===== config.mk =====
export PLATFORM = sky130hd
export DESIGN_NAME = piso_serializer
export DESIGN_NICKNAME = d
export VERILOG_FILES = /design/src/rtl/piso_serializer_pkg.sv /design/src/rtl/piso_serializer_bit_counter.sv /design/src/rtl/piso_serializer.sv
export SDC_FILE = /design/constraint.sdc
export NUM_CORES = 1
export LEC_CHECK = 0
export ABC_AREA = 1
export CAP_MARGIN = 20
export CORE_AREA = 2 2 39 41
export DETAILED_ROUTE_END_ITERATION = 7
export DIE_AREA = 0 0 41 43
export GPL_TIMING_DRIVEN = 0
export PLACE_DENSITY = 0.77
export SYNTH_ARGS = -nofsm -noshare
export SYNTH_HDL_FRONTEND = slang
export SYNTH_SLANG_ARGS = --single-unit

===== constraint.sdc =====
create_clock -name clk -period 1.2 [get_ports clk]
set_clock_uncertainty 0.05 [all_clocks]
set_input_delay 0.18 -clock clk [delete_from_list [all_inputs] [get_ports clk]]
set_output_delay 0.18 -clock clk [all_outputs]
set_load 0.02 [all_outputs]

===== src/rtl/piso_serializer_pkg.sv =====
// Shared definitions for the parallel-in/serial-out transmitter and its
// matching serial-in receiver: FSM state encodings and the default word width.
package piso_serializer_pkg;

    localparam int DEFAULT_WIDTH = 6;

    typedef enum logic {
        ST_IDLE  = 1'b0,
        ST_SHIFT = 1'b1
    } state_t;

endpackage


===== src/rtl/piso_serializer_bit_counter.sv =====
// Mod-WIDTH up-counter used to track the bit position inside a word.
// Clear has priority over enable; tc flags the final position (WIDTH-1).
module bit_counter
    import piso_serializer_pkg::*;
#(
    parameter int WIDTH = DEFAULT_WIDTH,
    parameter int CNT_W = (WIDTH > 1) ? $clog2(WIDTH) : 1
) (
    input  logic             clk,
    input  logic             rst_n,
    input  logic             clear,
    input  logic             enable,
    output logic [CNT_W-1:0] cnt,
    output logic             tc
);

    // Terminal count marks the last bit position of the current word.
    always_comb begin
        tc = (cnt == CNT_W'(WIDTH - 1));
    end

    // Count 0..WIDTH-1 and wrap; a clear restarts the word at position 0.
    always_ff @(posedge clk or negedge rst_n) begin
        if (!rst_n) begin
            cnt <= '0;
        end else if (clear) begin
            cnt <= '0;
        end else if (enable) begin
            if (tc) begin
                cnt <= '0;
            end else begin
                cnt <= cnt + CNT_W'(1);
            end
        end
    end

endmodule


===== src/rtl/piso_serializer.sv =====
// Parallel-in/serial-out transmitter. A word accepted over valid/ready is
// driven onto so one bit per clock, starting the cycle after the accept.
// load_ready reopens on the final bit so consecutive words leave no gap.
module piso_serializer
    import piso_serializer_pkg::*;
#(
    parameter int   WIDTH      = DEFAULT_WIDTH,
    parameter bit   MSB_FIRST  = 1'b1,
    parameter logic IDLE_LEVEL = 1'b0
) (
    input  logic             clk,
    input  logic             rst_n,
    input  logic [WIDTH-1:0] din,
    input  logic             load_valid,
    output logic             load_ready,
    output logic             so,
    output logic             so_valid,
    output logic             busy,
    output logic             last
);

    localparam int CNT_W = (WIDTH > 1) ? $clog2(WIDTH) : 1;

    state_t             state;
    state_t             state_next;
    logic [WIDTH-1:0]   shift_reg;
    logic [CNT_W-1:0]   cnt;
    logic               cnt_tc;
    logic               accept;
    logic               shifting;

    assign accept   = load_valid && load_ready;
    assign shifting = (state == ST_SHIFT);

    bit_counter #(
        .WIDTH (WIDTH),
        .CNT_W (CNT_W)
    ) u_bit_counter (
        .clk    (clk),
        .rst_n  (rst_n),
        .clear  (accept),
        .enable (shifting),
        .cnt    (cnt),
        .tc     (cnt_tc)
    );

    // State register.
    always_ff @(posedge clk or negedge rst_n) begin
        if (!rst_n) begin
            state <= ST_IDLE;
        end else begin
            state <= state_next;
        end
    end

    // Next state: start on accept, stay busy across a back-to-back accept.
    always_comb begin
        state_next = state;
        case (state)
            ST_IDLE: begin
                if (accept) begin
                    state_next = ST_SHIFT;
                end
            end
            ST_SHIFT: begin
                if (cnt_tc && !accept) begin
                    state_next = ST_IDLE;
                end
            end
            default: begin
                state_next = ST_IDLE;
            end
        endcase
    end

    // Handshake and status decode from the current state.
    always_comb begin
        load_ready = (state == ST_IDLE) || ((state == ST_SHIFT) && cnt_tc);
        busy       = (state == ST_SHIFT);
    end

    // Datapath: the first bit goes straight from din to so on accept, and the
    // shift register then feeds the following bits from its next position.
    always_ff @(posedge clk or negedge rst_n) begin
        if (!rst_n) begin
            shift_reg <= '0;
            so        <= IDLE_LEVEL;
            so_valid  <= 1'b0;
            last      <= 1'b0;
        end else if (accept) begin
            shift_reg <= din;
            so_valid  <= 1'b1;
            last      <= 1'b0;
            if (MSB_FIRST) begin
                so <= din[WIDTH-1];
            end else begin
                so <= din[0];
            end
        end else if (shifting && !cnt_tc) begin
            so_valid <= 1'b1;
            last     <= (cnt == CNT_W'(WIDTH - 2));
            if (MSB_FIRST) begin
                so        <= shift_reg[WIDTH-2];
                shift_reg <= shift_reg << 1;
            end else begin
                so        <= shift_reg[1];
                shift_reg <= shift_reg >> 1;
            end
        end else begin
            so       <= IDLE_LEVEL;
            so_valid <= 1'b0;
            last     <= 1'b0;
        end
    end

endmodule


==> reports/metrics.cfg <==
[drt]
routed-via-count = 506
drc_errors = 0
drt_iter0_markers = 5
wl_met3_um = 50
wirelength_mm = 1.31
via_per_inst = 5.38
drt-pass1-iter-count = 4
dr_wl_met2_um = 669
wl_met1_um = 554
wl_per_cell_um = 14.0
ant_nets = 0
highest_layer = met4

[power]
power_density_mw_per_mm2 = 2430
pwr-share-comb = 0.503
power.leakage_uw = 0.000380
max-vdd-ir-drop_v = 0.00104
p_int_uw = 1070
power_frac_seq = 0.361
power.switching_uw = 801
p_clk_frac = 0.136
swShare = 0.428

[setup_path]
worst_setup_path_start_kind = register
path_max_fanout = 6
rrSetupSlack_ps = 120
worstReg2RegStart = busy$_DFF_PN0_
worstSetupPathType = reg -> out
reg2reg_depth = 4
slowest_delay_ps = 400
crit_required_ps = 970
end_kind = output port
slowest_stage = dfrtp_1
regToRegEndpoint = u_bit_counter.cnt[2]$_DFFE_PN0P_
crit_chain = inv_2 -> nand3_4 -> nand2_4 -> buf_6
worst-endpoint-arrival_ps = 1130

[global_routing]
first_global_vias = 461
antenna_found_initial = 0
grt_max_degree = 13
overflow = 0
grt_use_total = 0.172
grt_first_pass_wirelength_mm = 1.94

[die]
die-area_mm2 = 0.00176
start_util = 0.414
rows = 14
die_y_um = 43
ios = 14
die_x_um = 41
core_area_mm2 = 0.00138

[synth]
netlist-cell-type-count = 14
ys_warn_count = 0
synth_area_um2 = 573
synth.avg_cell_area_um2 = 9.88
syn_nets = 67
ys_ff_latch = 12
syn_inst = 58
synth_seq_area_share = 0.524

[timing]
finalCriticalPeriod_ps = 1360
worstMarginPinSlew_ps = 563
rsz0062_at_grt = yes
hold_violations = 0
slew_headroom = 0.624
setup_tns_ps = -156
fin_crit_sh = 1.13
drv_slew = 0
fin_ws_ps = -156
hold_ws_ps = 204
timing.fmax_mhz = 737
setup-violations-final = 1

[placed_design]
gp_congestion = 0.733
placed_cell_area_um2 = 723
io_buffers = 13
dpl_worst_slack_ps = -343
dp_hpwl_um = 886

[cts]
cts_sinks = 12
cts_buffers = 3
clk_path_buf_depth = 2
cts_tree = built
cts.reportedPaths.clkPinSlew_ps = 70
cts_hold_buffers = 0
insertion_delay_ps = 280
h-tree-depth = 1
cts-root-buf = clkbuf_4

[layout]
antenna_cells = 0
design_area_um2 = 772
final_cell_mix = 12 x nand3_1, 12 x dfrtp_1, 8 x nand2_1, 8 x nand4_1, 8 x clkdlybuf4s50_1
finalNetCount = 89
layout-drive-gt1-share = 0.256
largest_register_ffs = 5
area_growth_pct = 34.7

[min_path]
hp-class = in -> async

[outcome]
violations = negative setup slack
status = finished with violations

[run]
max_cap_violations = 0

-- area by class of cell --
class                   instances  area [µm²]
plain buffers                   1        11.3
clock buffers                   3        22.5
fillers                       129         612
inverters                       6        22.5
multi-input cells              39         239
flip-flops and latches         12         300
well taps                      16        20.0
repair buffers                 17         156
-- stage by stage --
| stage | total power (µW) | instances | utilization |
|---|---|---|---|
| global route | 1980 | 94 | 0.558 |
| detailed placement | 1540 | 87 | 0.523 |
| CTS | 1750 | 90 | 0.534 |
| global placement | 1500 | 87 | 0.523 |
| finish | 1870 | 94 | 0.558 |
| floorplan | 1250 | 58 | - |
-- power groups by stage --
stage	combinational, µW	sequential [µW]	clock [µW]
3_5_place_dp	857	684	0
6_report	942	676	255
2_1_floorplan	531	720	0
5_1_grt	1010	694	272
4_1_cts	824	676	253
3_3_place_gp	816	680	0
-- synth_stat cells --
cell / instances / area (µm²)
dfrtp_1: 12 / 300
nand3_1: 12 / 60.1
nand4_1: 8 / 50.1
nor3_1: 1 / 5.00
o21ai_0: 1 / 5.00
a22oi_2: 1 / 12.5
nand2_1: 8 / 30.0
inv_2: 2 / 7.51
buf_6: 1 / 11.3
o22ai_1: 1 / 6.26
nand2_4: 3 / 33.8
nand3_4: 1 / 17.5
inv_1: 4 / 15.0
nand2_2: 3 / 18.8
-- critical path: cells and delay by family (launching register included) --
family                 cells  cell delay (ps)
DFF                        1              400
and+or+nand+nor            2              220
buffers and inverters      2              210
-- logic make-up after synthesis --
kind of cell	synth area share
simple gates	0.376
buf+inv	0.0589
flops	0.524
compound gates	0.0415
-- how the worst max path moves through the flow --
| stage | startpoint | to | slack [ps] | cells after the start |
|---|---|---|---|---|
| 6_report | u_bit_counter.cnt[1]$_DFFE_PN0P_ | load_ready | -160 | 4 |
| 5_1_grt | u_bit_counter.cnt[1]$_DFFE_PN0P_ | load_ready | -200 | 4 |
| 4_1_cts | u_bit_counter.cnt[1]$_DFFE_PN0P_ | load_ready | -180 | 4 |
| 3_5_place_dp | u_bit_counter.cnt[1]$_DFFE_PN0P_ | load_ready | -340 | 4 |
| 3_3_place_gp | u_bit_counter.cnt[1]$_DFFE_PN0P_ | load_ready | -330 | 4 |
| 2_1_floorplan | busy$_DFF_PN0_ | u_bit_counter.cnt[2]$_DFFE_PN0P_ | 130 | 4 |
-- repair_timing --
action                                  4_1_cts  5_1_grt
setup buffers                                 0        4
pin swaps                                     0        1
endpoints found under the setup margin        5        5
gates resized for setup                      10        5
-- metal layers --
layer	up-vias	track usage
li1	244	-
met1	247	0.218
met2	10	0.241
met3	5	0.0471
met4	0	0.120
met5	-	0
No activity file was read; power rests on OpenSTA's default activity.
